## src/rtl/truth_table_sweeper.sv

```systemverilog
// Drives every input vector of a combinational function in turn, captures its
// output into a truth table and counts disagreements with a golden table.
module truth_table_sweeper #(
  parameter int NIN = 5
) (
  input  logic                 clk,
  input  logic                 rst_n,
  input  logic                 start,
  input  logic                 abort,
  input  logic [2:0]           n_inputs,
  input  logic [1:0]           settle,
  input  logic [2**NIN-1:0]    expected,
  output logic [NIN-1:0]       vec_out,
  input  logic                 f_in,
  output logic                 busy,
  output logic                 done,
  output logic [2**NIN-1:0]    table_out,
  output logic [NIN:0]         mismatch_cnt,
  output logic                 pass
);
  localparam int TW = 2**NIN;

  typedef enum logic [1:0] {IDLE, DRIVE, DONE} state_t;
  state_t state;

  logic [NIN-1:0] last_vec;
  logic [1:0]     s_lat, wait_cnt;
  logic [NIN:0]   span, mc_next;
  logic           miss;
  int             n_eff;

  // Index of the final vector for the requested width; 0 or oversize means full width.
  always_comb begin
    n_eff = int'(n_inputs);
    if (n_eff == 0 || n_eff > NIN) n_eff = NIN;
    span = ((NIN+1)'(1) << n_eff) - (NIN+1)'(1);
  end

  assign miss    = f_in != expected[vec_out];
  assign mc_next = (miss && mismatch_cnt != (NIN+1)'(TW)) ? mismatch_cnt + (NIN+1)'(1)
                                                           : mismatch_cnt;

  always_ff @(posedge clk or negedge rst_n) begin
    if (!rst_n) begin
      state        <= IDLE;
      busy         <= 1'b0;
      done         <= 1'b0;
      pass         <= 1'b0;
      vec_out      <= '0;
      table_out    <= '0;
      mismatch_cnt <= '0;
      last_vec     <= '0;
      s_lat        <= '0;
      wait_cnt     <= '0;
    end else begin
      case (state)
        IDLE: begin
          if (start && !abort) begin
            state        <= DRIVE;
            busy         <= 1'b1;
            pass         <= 1'b0;
            vec_out      <= '0;
            table_out    <= '0;
            mismatch_cnt <= '0;
            last_vec     <= span[NIN-1:0];
            s_lat        <= settle;
            wait_cnt     <= '0;
          end
        end
        DRIVE: begin
          if (abort) begin
            // Cancel wins over a sample due this cycle; partial results stay visible.
            state    <= IDLE;
            busy     <= 1'b0;
            pass     <= 1'b0;
            vec_out  <= '0;
            wait_cnt <= '0;
          end else if (wait_cnt == s_lat) begin
            table_out[vec_out] <= f_in;
            mismatch_cnt       <= mc_next;
            wait_cnt           <= '0;
            if (vec_out == last_vec) begin
              state   <= DONE;
              busy    <= 1'b0;
              done    <= 1'b1;
              pass    <= (mc_next == '0);
              vec_out <= '0;
            end else begin
              vec_out <= vec_out + 1'b1;
            end
          end else begin
            wait_cnt <= wait_cnt + 2'd1;
          end
        end
        DONE: begin
          state <= IDLE;
          done  <= 1'b0;
        end
        default: state <= IDLE;
      endcase
    end
  end
endmodule
```

## config.mk

```make
export PLATFORM = sky130hd
export DESIGN_NAME = truth_table_sweeper
export DESIGN_NICKNAME = d
export VERILOG_FILES = /design/src/rtl/truth_table_sweeper.sv
export SDC_FILE = /design/constraint.sdc
export NUM_CORES = 1
export LEC_CHECK = 0
export ABC_AREA = 1
export CAP_MARGIN = 20
export CORE_MARGIN = 2
export CORE_UTILIZATION = 40
export DETAILED_ROUTE_END_ITERATION = 12
export PLACE_DENSITY = 0.71
export SLEW_MARGIN = 20
export SYNTH_ARGS = -nofsm -noshare
export SYNTH_HDL_FRONTEND = slang
export SYNTH_SLANG_ARGS = --single-unit
```

## constraint.sdc

```tcl
create_clock -name clk -period 4.5 [get_ports clk]
set_clock_uncertainty 0.1 [all_clocks]
set_input_delay 0.9 -clock clk [delete_from_list [all_inputs] [get_ports clk]]
set_output_delay 0.9 -clock clk [all_outputs]
set_load 0.01 [all_outputs]
```

# After elaboration in Yosys (flattened, before gate mapping)
# Cells that the tools add are included.
# Widths: inputs -> output; s select.
[op_classes]
addsub = 4
n_mul = 0
div = 0
n_lt_le_gt_ge = 3
n_eq_ne = 12
shift = 1
muxes = 43
bitwise_logic = 0
reduce_logical = 17
[ops]
columns = ["operator", "n"]
rows = [
  ["$mux 32", 3],
  ["$pmux 32 s2", 1],
  ["$bwmux 32", 1],
  ["$mux 6", 4],
  ["$mux 5", 4],
  ["$mux 2", 7],
  ["$mux 1", 13],
  ["$pmux 6 s2", 1],
  ["$reduce_and 4->1", 3],
  ["$pmux 5 s2", 1],
  ["$ne 2x2->1 const B", 4],
  ["$pmux 2 s2", 2],
  ["$add 6x1->6 const B", 1],
  ["$logic_not 6->1", 1],
  ["$lt 5x6->1 const B", 1],
  ["$ne 3x3->1 const B", 2],
  ["$ne 6x6->1 const B", 1],
  ["$pmux 1 s2", 3],
  ["$reduce_and 3->1", 2],
  ["$add 5x1->5 const B", 1],
  ["$bmux 1 s5", 1],
  ["$demux 1 s5", 1],
  ["$eq 5x5->1", 1],
  ["$ge 5x1->1 const B", 1],
  ["16 further kinds", 20],
]
[word_totals]
ff_bits = 57
latch_bits = 0
ram_bits = 0
romBits = 0
inputBits = 42
mem_count = 0

# Logic depth before layout (Yosys ltp)
[logic_depth]
depth_word = 10
ltp_mapped = 18
ltp_nobuf = 17

# Worst setup path before layout
# Ideal clock, no wire load.
[synth_timing]
kind = "input-to-reg"
from = "input port abort"
to = "register pass"
setup_time_ns = 0.065
t_arrival_ns = 2.004
required_ns = 4.335
slack_ns = 2.331
path_stages = 11
n_path_buf = 0
cell_sequence = "inv_1 nand3_2 inv_2 o22ai_2 nor2_4 inv_1 nor2_2 nand3_1 nor2_1 nand3_1 nand2_1"
[synth_between]
elab_chain_len = 4
word_cells_on_any_way = 8
[synth_rtl]
columns = ["item", "line", "text"]
rows = [
  ["start, declared", "9", "input logic abort,"],
  ["$logic_not 1->1", "58", "if (start && !abort) begin"],
  ["$logic_and 1x1->1", "58", ""],
  ["$ne 2x2->1 (no source line)", "n/a", ""],
  ["$reduce_and 4->1 (no source line)", "n/a", ""],
  ["end signal, assigned", "86", "pass <= (mc_next == '0);"],
  ["end, declared", "19", "output logic pass"],
]
# Parallel ways exist; a longest one is shown, timed or not.
# A chain may end at the register's enable or synchronous reset.

# Final worst setup path
[layout_timing]
from = "register state[1]"
to = "register table_out[12]"
[layout_between]
elab_chain_len = 3
word_cells_on_any_way = 8
[layout_rtl]
columns = ["item", "line", "text"]
rows = [
  ["start, declared", "24", "state_t state;"],
  ["start signal, assigned", "45", "state <= IDLE;"],
  ["start signal, assigned", "59", "state <= DRIVE;"],
  ["start signal, assigned", "73", "state <= IDLE;"],
  ["$eq 2x1->1 or $logic_not 2->1 (tied branches)", "56", "case (state)"],
  ["$ne 2x2->1 (no source line) or $reduce_bool 2->1 (tied branches)", "n/a", ""],
  ["$reduce_and 4->1 (no source line)", "n/a", ""],
  ["end signal, assigned by index", "79", "table_out[vec_out] <= f_in;"],
  ["end, declared", "17", "output logic [2**NIN-1:0] table_out,"],
]
# Parallel ways exist; a longest one is shown, timed or not.

==> run metrics <==
status=complete, no violations; CP endpoint kind=register; combinational cell fraction of total power=46.6%; critical path's largest stage delay=0.63 ns; sequential share of the synthesized area=40.34%; Root Driver=clkbuf_8; crit-path most repeated cell=nor2_4; Core Rows=34; Pleak=2.138 nW; Placed Cells=645; Post-CTS Hold Fix Bufs=0; Avg WL per Cell=13.89 µm; cell accounting for the most synthesized area=dfrtp_1; starting density of the core=40.94%; DR vias/cell=5.120; nets=597; latest clock arrival within the worst-skew pair=0.34 ns; Core Region=8636 µm²; yosys warns=0; fin cells=661; post_cts resized=0; final worst path period share=74.04%; final core area utilization=53.48%; Avg Cell Area, Syn=7.620 µm²; sequential share of power=32.3%; flop2flop setup slack=1.17 ns; number of global-route vias before repair=3,224; post-synth cell types=38; critical path class=reg -> reg; synth cell count leaders=nand2_1 (122), inv_1 (69), dfrtp_1 (57); Fmax=300.1 MHz; Gate Count Post-Synth=464; CTS tree=yes; port buffer count=87; first-pass GRT wire length=15.37 mm; critical path's slowest cell=nand2_1; share of the synthesized area in the top cell type=40.34%; Critical Path, Cell by Cell=nor2_4 -> inv_1 -> nor2_1 -> o22ai_2 -> buf_4 -> nor2_4 -> nand2_1 -> o31ai_1; WP data required=4.62 ns; Max H-tree Level=3; Die Width=98.02 µm; largest net degree at the start of global routing=40; io pins=88; Critical path buffers and inverters=2; sw frac=43.74%; layout cells sized above 1=9.584%; worst hold slack=0.3820 ns; CTS Sinks=57; worst vdd ir=0.2835 mV; CTS clk-pin slew, worst paths=0.06 ns; crit path to=table_out[12]; post-detail-place hpwl=6.822 mm; post-route ant nets=0; setup_tns=0 ns; final-report hold violation count=0; final WL=9.183 mm; Vias=3,384; Setup-failing EPs final=0; GRT overflow=0; worst hold path class=reg -> reg; Clk pwr share=21.2%; max_cap viols=0; Slew headroom=28.23%; Total GRT Usage=19.63%; Crit path depth=8; Seq cells post-synth=57; Post-synth ARST share=100.0%; fillers=813; TritonCTS buffer count=9; initial antenna violation count=0; Max Slew Vio Count=0; clk buf depth=2; P_int=1.242 mW; die area=9608 µm²; Worst Setup SP=state[1]; RR Endpoint=table_out[12]; area growth from synthesis to layout=30.61%; synth top area cells=dfrtp_1 (40%), nand2_1 (13%), inv_1 (7.3%); Final min period=3.332 ns; Post-synth top flop=dfrtp_1; Synth Cell Area=3536 µm²; die height=98.02 µm; CP delay by family, top=simple AND/OR/NAND/NOR gates; FF-to-FF Start=state[1]; Pre-Repair DR Iteration Count=4; CP startpoint kind=register; Antenna Diode Count=0; slew at the pin closest to its max-slew limit=1.074 ns; count leader, synth=nand2_1; final worst slack=1.168 ns; sw power=965.3 µW; Routability Congestion=0.8247; Net Count, Synth=513; DRC Markers=0; worst-case reg-to-reg path depth=8; pwr dens=477.9 nW/µm²; RSZ-0062 raised after global routing=false; CP max FO=31; Worst Setup Slack post-DPL=0.9195 ns; Post-synth EDFFs=0; 1st-iter DRT viols=164; crit path DAT=3.45 ns; Post-CTS Setup Bufs=0
==> flip-flops by register name, indices dropped and copies added, names as in the netlist <==
register,flops
wait_cnt,2
mismatch_cnt,6
table_out,32
pass,1
state,2
vec_out,5
last_vec,5
busy,1
done,1
s_lat,2
==> per-stage QoR <==
stage                     power (mW)  instance area [µm²]
final                          2.207                 4618
after global routing           2.379                 4618
after CTS                      2.212                 4618
after detailed placement       1.742                 4429
after global placement         1.723                 4429
after floorplan                1.477                 3536
==> layer usage <==
| metal | GRT usage [%] | share of wire [%] |
|---|---|---|
| met4 | 5.021 | 1.1 |
| met5 | 0 | 0 |
| met2 | 31.98 | 47 |
| met1 | 26.75 | 47 |
| met3 | 4.152 | 5.1 |
==> placed cells by master, fill, tap and decap left out, drive strengths merged, types with 2 or more instances in the layout <==
| cell | n |
|---|---|
| nand3 | 23 |
| or2 | 2 |
| ha | 7 |
| dfrtp | 57 |
| nand4 | 4 |
| clkdlybuf4s50 | 86 |
| o21ai | 38 |
| xor2 | 7 |
| nand2 | 131 |
| nor3 | 8 |
| o31ai | 21 |
| clkinv | 4 |
| a22o | 2 |
| buf | 3 |
| inv | 74 |
| nor2 | 27 |
| clkbuf | 13 |
| a21oi | 24 |
| o22ai | 16 |
==> tightest hold or removal path: stages, from the launching register on <==
cell,delay (ns)
dfrtp_1,0.34
nand2_1,0.05
nand2_1,0.05
==> power by group through the flow <==
stage / combinational, mW / clock (mW) / sequential, mW
6_report: 1.03 / 0.467 / 0.712
5_1_grt: 1.16 / 0.494 / 0.724
4_1_cts: 1.02 / 0.476 / 0.711
3_5_place_dp: 1.02 / 0 / 0.719
3_3_place_gp: 1.01 / 0 / 0.716
2_1_floorplan: 0.799 / 0 / 0.678
==> how the worst min path moves through the flow <==
stage,start,endpoint,cells past startpoint
global placement,busy,busy,2
finish,pass,pass,2
detailed placement,busy,busy,2
CTS,busy,busy,2
global route,busy,busy,2
floorplan,last_vec[0],last_vec[0],1
==> layout make-up <==
cell class              instances  area [µm²]  share of cell area (%)
flip-flops and latches         57        1426                   30.89
multi-input cells             315        1694                   36.68
clock inverters                 3       40.04                  0.8670
clock buffers                  13       148.9                   3.224
repair buffers                 89       880.8                   19.07
inverters                      76       292.8                   6.340
well taps                     108       135.1                   2.926
==> cell families (layout without fill, tap and decap cells) <==
kind of cell / after synthesis / after routing / synth area share (%)
simple gates: 196 / 196 / 26.15
buf+inv: 92 / 181 / 11.75
other cells: 1 / 1 / 0.1061
fa+ha+maj: 7 / 7 / 2.477
compound gates: 104 / 104 / 17.45
flops: 57 / 57 / 40.34
xor+xnor: 7 / 7 / 1.734
(Power assumes the default switching activity.)
